<file path="config.mk">
export PLATFORM = sky130hd
export DESIGN_NAME = alu_pipe_hs
export DESIGN_NICKNAME = d
export VERILOG_FILES = /design/src/rtl/alu_pipe_hs.sv
export SDC_FILE = /design/constraint.sdc
export NUM_CORES = 1
export LEC_CHECK = 0
export ABC_CLOCK_PERIOD_IN_PS = 6500
export BUFFER_PORTS_ARGS = -buffer_cell sky130_fd_sc_hd__buf_2
export CORE_MARGIN = 4
export CORE_UTILIZATION = 51
export DETAILED_ROUTE_END_ITERATION = 6
export GPL_TIMING_DRIVEN = 0
export PLACE_DENSITY = 0.69
export SKIP_LAST_GASP = 1
export SLEW_MARGIN = 20
export SYNTH_ARGS = -nofsm -noshare
export SYNTH_HDL_FRONTEND = slang
export SYNTH_SLANG_ARGS = --single-unit
</file>
<file path="constraint.sdc">
create_clock -name clk -period 6.5 [get_ports clk]
set_input_delay 0.325 -clock clk [delete_from_list [all_inputs] [get_ports clk]]
set_output_delay 0.325 -clock clk [all_outputs]
set_load 0.05 [all_outputs]
</file>
<file path="src/rtl/alu_pipe_hs.sv">
// alu_pipe_hs: parametrised ALU stage with valid/ready handshakes on both sides.
// Single-cycle ops complete in one registered cycle; MUL is an iterative
// shift-add multiplier taking WIDTH cycles plus one DONE cycle.
// Optional build macro: ALU_SAT_EN (saturating ADD/SUB/MUL results).
module alu_pipe_hs #(
   parameter  int WIDTH   = 16,
   localparam int SHIFT_W = $clog2(WIDTH)
) (
   input  logic               clk,
   input  logic               rst,
   input  logic               in_valid,
   output logic               in_ready,
   input  logic [3:0]         opcode,
   input  logic [WIDTH-1:0]   input1,
   input  logic [WIDTH-1:0]   input2,
   input  logic [SHIFT_W-1:0] shiftValue,
   output logic               out_valid,
   input  logic               out_ready,
   output logic [WIDTH-1:0]   result,
   output logic               carryFlag,
   output logic               busy
);

`ifdef ALU_SAT_EN
   localparam logic SAT_EN = 1'b1;
`else
   localparam logic SAT_EN = 1'b0;
`endif

   localparam logic [3:0] OP_ADD  = 4'd0;
   localparam logic [3:0] OP_SUB  = 4'd1;
   localparam logic [3:0] OP_MUL  = 4'd2;
   localparam logic [3:0] OP_SGE  = 4'd3;
   localparam logic [3:0] OP_XNOR = 4'd4;
   localparam logic [3:0] OP_SEQ  = 4'd5;
   localparam logic [3:0] OP_MAX  = 4'd6;
   localparam logic [3:0] OP_MIN  = 4'd7;
   localparam logic [3:0] OP_NAND = 4'd8;
   localparam logic [3:0] OP_SRL  = 4'd9;
   localparam logic [3:0] OP_SLL  = 4'd10;
   localparam logic [3:0] OP_SRA  = 4'd11;

   typedef enum logic [1:0] {IDLE, MULT, DONE} state_t;

   state_t               state_q, state_d;
   logic                 out_valid_q, out_valid_d;
   logic                 busy_q, busy_d;
   logic [WIDTH-1:0]     result_q, result_d;
   logic                 carry_q, carry_d;
   logic [WIDTH-1:0]     mul_a_q, mul_a_d;
   logic [WIDTH-1:0]     mul_b_q, mul_b_d;
   logic [2*WIDTH-1:0]   acc_q, acc_d;
   logic [SHIFT_W-1:0]   cnt_q, cnt_d;
   logic                 accept;
   logic                 fire;
   logic [WIDTH:0]       alu_out;

   // Replace an overflowed result by its saturation value in the saturating build.
   function automatic logic [WIDTH-1:0] saturate(input logic [WIDTH-1:0] res,
                                                 input logic             ovf,
                                                 input logic [WIDTH-1:0] sat_val);
      if (SAT_EN && ovf) return sat_val;
      return res;
   endfunction

   // All single-cycle operations; returns {carry, result}.
   function automatic logic [WIDTH:0] alu_single(input logic [3:0]         op,
                                                 input logic [WIDTH-1:0]   a,
                                                 input logic [WIDTH-1:0]   b,
                                                 input logic [SHIFT_W-1:0] sh);
      logic [WIDTH:0]          wide;
      logic signed [WIDTH-1:0] a_s;
      logic signed [WIDTH-1:0] b_s;
      logic [WIDTH-1:0]        res;
      logic                    cy;
      wide = '0;
      a_s  = a;
      b_s  = b;
      res  = '0;
      cy   = 1'b0;
      case (op)
         OP_ADD: begin
            wide = {1'b0, a} + {1'b0, b};
            cy   = wide[WIDTH];
            res  = saturate(wide[WIDTH-1:0], cy, '1);
         end
         OP_SUB: begin
            wide = {1'b0, a} - {1'b0, b};
            cy   = wide[WIDTH];
            res  = saturate(wide[WIDTH-1:0], cy, '0);
         end
         OP_SGE:  res = {{(WIDTH-1){1'b0}}, (a_s >= b_s)};
         OP_XNOR: res = ~(a ^ b);
         OP_SEQ:  res = {{(WIDTH-1){1'b0}}, (a == b)};
         OP_MAX:  res = (a > b) ? a : b;
         OP_MIN:  res = (a < b) ? a : b;
         OP_NAND: res = ~(a & b);
         OP_SRL:  res = a >> sh;
         OP_SLL:  res = a << sh;
         OP_SRA:  res = a_s >>> sh;
         default: res = '0;
      endcase
      return {cy, res};
   endfunction

   assign accept    = in_valid && in_ready;
   assign fire      = out_valid_q && out_ready;
   assign in_ready  = (state_q == IDLE) && (!out_valid_q || out_ready);
   assign alu_out   = alu_single(opcode, input1, input2, shiftValue);
   assign out_valid = out_valid_q;
   assign result    = result_q;
   assign carryFlag = carry_q;
   assign busy      = busy_q;

   // Next-state, handshake and multiplier-iteration logic.
   always_comb begin
      state_d     = state_q;
      out_valid_d = out_valid_q;
      busy_d      = busy_q;
      result_d    = result_q;
      carry_d     = carry_q;
      mul_a_d     = mul_a_q;
      mul_b_d     = mul_b_q;
      acc_d       = acc_q;
      cnt_d       = cnt_q;
      if (fire) out_valid_d = 1'b0;
      case (state_q)
         IDLE: begin
            if (accept) begin
               if (opcode == OP_MUL) begin
                  mul_a_d = input1;
                  mul_b_d = input2;
                  acc_d   = '0;
                  cnt_d   = '0;
                  busy_d  = 1'b1;
                  state_d = MULT;
               end else begin
                  result_d    = alu_out[WIDTH-1:0];
                  carry_d     = alu_out[WIDTH];
                  out_valid_d = 1'b1;
               end
            end
         end
         MULT: begin
            if (mul_b_q[0]) acc_d = acc_q + ({{WIDTH{1'b0}}, mul_a_q} << cnt_q);
            mul_b_d = mul_b_q >> 1;
            cnt_d   = cnt_q + 1'b1;
            if (cnt_q == SHIFT_W'(WIDTH - 1)) state_d = DONE;
         end
         DONE: begin
            if (!out_valid_q || out_ready) begin
               carry_d     = |acc_q[2*WIDTH-1:WIDTH];
               result_d    = saturate(acc_q[WIDTH-1:0], carry_d, '1);
               out_valid_d = 1'b1;
               busy_d      = 1'b0;
               state_d     = IDLE;
            end
         end
         default: state_d = IDLE;
      endcase
   end

   // Control state and registered outputs; reset aborts any operation in flight.
   always_ff @(posedge clk) begin
      if (!rst) begin
         state_q     <= IDLE;
         out_valid_q <= 1'b0;
         busy_q      <= 1'b0;
         result_q    <= '0;
         carry_q     <= 1'b0;
      end else begin
         state_q     <= state_d;
         out_valid_q <= out_valid_d;
         busy_q      <= busy_d;
         result_q    <= result_d;
         carry_q     <= carry_d;
      end
   end

   // Multiplier datapath; always re-initialised on a MUL accept, so no reset needed.
   always_ff @(posedge clk) begin
      mul_a_q <= mul_a_d;
      mul_b_q <= mul_b_d;
      acc_q   <= acc_d;
      cnt_q   <= cnt_d;
   end

endmodule

</file>
Word level (Yosys, flattened, before mapping)
Cells that the tools add are included.
Operators by class
  $add $sub $neg: 4
  $lt $le $gt $ge: 3
  eq/ne operators: 21
  shift-type cells: 4
  multiplexer cells: 36
  bitwise gates (word level): 4
  reduce and logical (&&, ||, !) cells: 16
Operators by type and width (count)
  case mux 16 bit (11 select lines): 1
  2-to-1 mux 16 bit: 7
  2-to-1 mux 32 bit: 3
  case mux 16 bit (2 select lines): 2
  case mux 32 bit (2 select lines): 1
  adder 32 bit: 1
  NOT 16 bit: 2
  left shift 16 x 4 -> 32 bit: 1
  equality test 4 bit, second input constant: 5
  adder 16 x 16 -> 17 bit: 1
  subtractor 16 x 16 -> 17 bit: 1
  AND 16 bit: 1
  equality test 16 bit: 1
  equality test 4 x 3 -> 1 bit, second input constant: 4
  >= comparator 16 bit: 1
  greater-than comparator 16 bit: 1
  less-than comparator 16 bit: 1
  AND reduction 4 bit: 4
  OR reduction 16 bit: 1
  left shift 16 x 4 -> 16 bit: 1
  right shift 16 x 4 -> 16 bit: 1
  >>> shifter 16 x 4 -> 16 bit: 1
  XOR 16 bit: 1
  2-to-1 mux 1 bit: 10
  19 further kinds: 35
Word-level totals
  register bits after elaboration: 89
  output and inout port bits: 20
  word-level logic and storage cells: 97

Logic depth before layout (Yosys ltp)
  depth in word-level cells: 6
  gate-level depth with buffers: 18

Worst setup path after synthesis
Ideal clock, no wire load.
  path kind: register to register
  from: register out_valid_q, in the netlist out_valid
  to: register acc_q[0] (enable)
  setup time: 461 ps
  data arrival time: 4942 ps
  required time: 6039 ps
  slack: 1097 ps
  stages on the path, launching flop included: 6
  buffers on the path: 0
  clock period less this slack: 5403 ps
  path through: dfxtp_1 nor2b_1 nor3_1 and4_1 nor2_1 nor3_1
On the way
  longest elaborated chain between the ends: 6
Ends and longest elaborated chain
  start, declared: RTL line 46  | logic out_valid_q, out_valid_d;
  start signal, assigned: RTL line 173  | out_valid_q <= out_valid_d;
  zero test 1 bit: RTL line 108  | assign in_ready = (state_q == IDLE) && (!out_valid_q || out_ready);
  logical OR 1 bit: RTL line 108
  logical AND 1 bit: RTL line 108
  via in_ready: RTL line 12  | output logic in_ready,
  logical AND 1 bit: RTL line 106  | assign accept = in_valid && in_ready;
  inequality test 2 bit (no source line)
  AND reduction 4 bit (no source line)
  end signal, assigned: RTL line 184  | acc_q <= acc_d;
  end, declared: RTL line 52  | logic [2*WIDTH-1:0] acc_q, acc_d;
The timed path passes the listed nets, and every way through them passes these cells.
A chain may end at the register's enable or synchronous reset.

Worst setup path in the final report
  from: register cnt_q[0]
  to: register acc_q[31], data pin
On the way
  longest elaborated chain between the ends: 4
Ends and longest elaborated chain
  start, declared: RTL line 53  | logic [SHIFT_W-1:0] cnt_q, cnt_d;
  start signal, assigned: RTL line 185  | cnt_q <= cnt_d;
  left shift 16 x 4 -> 32 bit: RTL line 145  | if (mul_b_q[0]) acc_d = acc_q + ({{WIDTH{1'b0}}, mul_a_q} << cnt_q);
  adder 32 bit: RTL line 145
  2-to-1 mux 32 bit: RTL line 145
  case mux 32 bit (2 select lines): RTL line 127  | case (state_q)
Every way passes these cells. The select of a mux whose other input is x is not followed.

==> results by group <==
Worst setup path
  – Reg2reg path depth: 15
  – Most used cell, CP: clkbuf_1
  – Crit-path cells: clkbuf_1 > clkbuf_1 > mux2_2 > o21ai_0 > o21ai_0 > and2_1 > ha_1 > clkbuf_1 > nand3_1 > nor2_1 > nand4_1 > o41a_1 > a21o_1 > a211o_1 > nand3_1
  – Crit path depth: 15
  – Delay-heaviest family, CP: compound AO/OA/AOI/OAI gates
  – Setup crit end kind: flip-flop
  – Worst Path Max Fanout: 10
  – CP endpoint: acc_q[31]
  – Worst path bufs/invs: 3
  – Worst Path Arrival: 5.02 ns
  – Reg2reg setup slack: 1.69 ns
  – Slowest cell delay on critical path: 0.59 ns
  – RR Startpoint: cnt_q[0]
  – Slowest CP cell: o41a_1
  – Worst setup path start: cnt_q[0]
  – Setup CP Type: reg2reg
  – CP startpoint kind: flip-flop
  – Worst R2R End: acc_q[31]
  – Worst path required time: 6.72 ns

Clock network
  – CTS tree: yes
  – CTS Buf Count: 9
  – # clock sinks: 89
  – Later-pin clock latency in the skew report: 0.36 ns
  – Longest Clk Path Bufs: 2
  – H-tree depth: 3
  – Hold_buf cts: 0
  – Setup bufs post-CTS: 0
  – CTS clk-pin slew, worst paths: 0.07 ns
  – CTS resizes: 0
  – Root Driver: clkbuf_16

Synthesis
  – Net Count, Synth: 1407
  – Yosys warnings: 0
  – Number of synthesized flops with an enable pin: 68
  – Synth area leaders: edfxtp_1 20%, ha_1 8.2%, mux2i_1 5.8%, nand2_1 5.2%, a21oi_1 5.2%
  – Asr flop ratio synth: 0
  – Sequential area share after synthesis: 0.242
  – Top-area cell type share of the netlist area: 0.201
  – Yosys cell types: 84
  – Top_reg_cell synth: edfxtp_1
  – Syn Area/Cell: 7.86 µm²
  – Synth area leader: edfxtp_1
  – Most frequent cells after synthesis: 141 x nand2_1, 130 x nor2_1, 105 x a21oi_1
  – Most frequent cell after synthesis: nand2_1
  – Mapped Cells: 1293
  – Synthesized flop and latch total: 89
  – Post-Syn Area: 10200 µm²

Timing
  – Unrepaired setup endpoints after global routing: no
  – Final Hold Viols: 0
  – Worst hold slack: 0.353 ns
  – Endpoints failing setup: 0
  – Setup TNS: 0 ns
  – Max Transition Viols Final: 0
  – Tmin final: 4.81 ns
  – Fmax: 208 MHz
  – Clk_skew: 0.0133 ns
  – Tcrit/Tclk final: 0.739
  – Worst-Margin Slew: 0.900 ns
  – Final WS setup: 1.69 ns
  – Max-slew headroom: 0.395

Routing
  – Wirelength per Cell: 24.1 µm
  – Routed WL: 39.5 mm
  – First drt pass iteration count: 5
  – Drt drc: 0
  – Number of DRC markers in iteration 0: 1490
  – Vias post-DR: 10.9k
  – Remaining antenna violation count: 0
  – Via density per instance: 6.65

Floorplanning
  – Die height: 149 µm
  – Placeable Area: 19500 µm²
  – Die width: 149 µm
  – Num rows: 51
  – Starting density of the core: 0.521
  – Ports: 64
  – Die area: 22300 µm²

Placed design
  – Final GP Congestion: 1.07
  – Hpwl dp: 30.5 mm
  – Port buffer count: 62
  – Worst slack at placement: 1.82 ns

Layout
  – Reg area: 2460 µm²
  – Fillers: 1925
  – Multi-input logic area: 7160 µm²
  – Layout Nets: 1484
  – Layout cells sized above 1: 0.118
  – Synth-to-layout area growth: 9.96%

Worst hold path
  – Hold Crit Class: in2reg

Power
  – Sequential share of power: 0.352
  – Sw Pwr: 0.650 mW
  – Sw frac: 0.357
  – Pwr dens: 163 nW/µm²
  – Combinational share of power: 0.329
  – Leakage: 4.32 nW
  – P_int: 1.17 mW
  – Clock power share: 0.320
  – Peak VDD IR: 0.000150 V
  – Overall Power: 1.82 mW

Job
  – Max-Cap Viols: 0

Global route
  – Total grt overflow: 0
  – First-pass GRT wire length: 59.7 mm
  – Initial antenna violation count: 1
  – Vias in the first global route: 9906
  – Tot GR Track Use: 0.351
  – Pin count of the biggest net entering global routing: 20

Status
  – Outcome: finished, final reports clean
==> placed cells by master (no fill, tap or decap), types with 10 or more instances in the layout <==
cell,count
a221oi_1,11
nand2b_1,19
xnor2_1,20
o22ai_1,15
a31oi_1,18
o2111ai_1,10
nand2_1,141
a21o_1,16
nor2b_1,18
and3_1,12
nor3b_1,10
mux2_2,19
a211oi_1,19
inv_1,51
buf_2,78
dfxtp_1,21
ha_1,67
nor2_1,129
nand4_1,15
o211ai_1,21
and2_1,17
mux4_2,13
nand3_1,30
nor3_1,41
nor4_1,12
mux2i_1,59
o21a_1,10
edfxtp_1,68
o21ai_0,100
clkbuf_1,61
a21oi_1,105
==> state kept, by name, indices dropped and copies added (netlist names) <==
signal / flops
acc_q: 32
busy: 1
mul_b_q: 16
carryFlag: 1
state_q: 2
out_valid: 1
result: 16
mul_a_q: 16
cnt_q: 4
==> stage by stage <==
step	utilization	instance area [µm²]	cells
2_1_floorplan	-	10200	1293
3_3_place_gp	0.554	10800	1620
3_5_place_dp	0.556	10900	1624
4_1_cts	0.572	11200	1640
5_1_grt	0.572	11200	1640
6_report	0.573	11200	1641
==> per-layer routing <==
metal | GRT usage | wire length [µm]
met1 | 0.518 | 16900
met3 | 0.0717 | 4600
met5 | 0 | 0
met2 | 0.501 | 16200
met4 | 0.138 | 1710
==> cell type report <==
| type | instances | area share |
|---|---|---|
| inverters | 51 | 0.0171 |
| repair buffers | 66 | 0.0314 |
| clock buffers | 10 | 0.0205 |
| plain buffers | 85 | 0.0327 |
| clock inverters | 6 | 0.00806 |
| multi-input cells | 1068 | 0.640 |
| flip-flops and latches | 89 | 0.220 |
| diodes | 1 | 0.000224 |
| well taps | 265 | 0.0297 |
==> how the worst min path moves through the flow <==
stage                          start     endpoint  slack [ns]  depth (start not counted)
after floorplan            input1[0]   mul_a_q[0]        0.42                          0
after global placement    mul_b_q[1]   mul_b_q[0]        0.49                          2
after detailed placement  mul_b_q[8]   mul_b_q[7]        0.51                          2
after CTS                 input1[15]  mul_a_q[15]        0.34                          1
after global routing      input1[15]  mul_a_q[15]        0.34                          1
final                      out_ready   state_q[1]        0.35                          4
==> cell families (layout without fill, tap and decap cells) <==
group           after synthesis  count (layout)  synth area share
compound gates              404             404             0.261
xor+xnor                     25              25            0.0215
fa+ha+maj                    70              70            0.0884
buf+inv                     136             218            0.0548
flops                        89              89             0.242
mux                          92              92             0.109
other cells                   0               1                 0
simple gates                477             477             0.223
==> worst min-delay path, stage by stage <==
cell      delay, ns
buf_2          0.07
nor2b_1        0.11
nand2_1        0.08
a21boi_0       0.07
==> power by group through the flow <==
stage                     combinational [mW]  clock (mW)  sequential, mW
after global routing                   0.638       0.612           0.641
after detailed placement               0.577           0           0.652
after global placement                 0.573           0           0.653
after CTS                              0.580       0.590           0.640
after floorplan                        0.367           0           0.681
final                                  0.598       0.582           0.640
No activity file was read; power rests on OpenSTA's default activity.
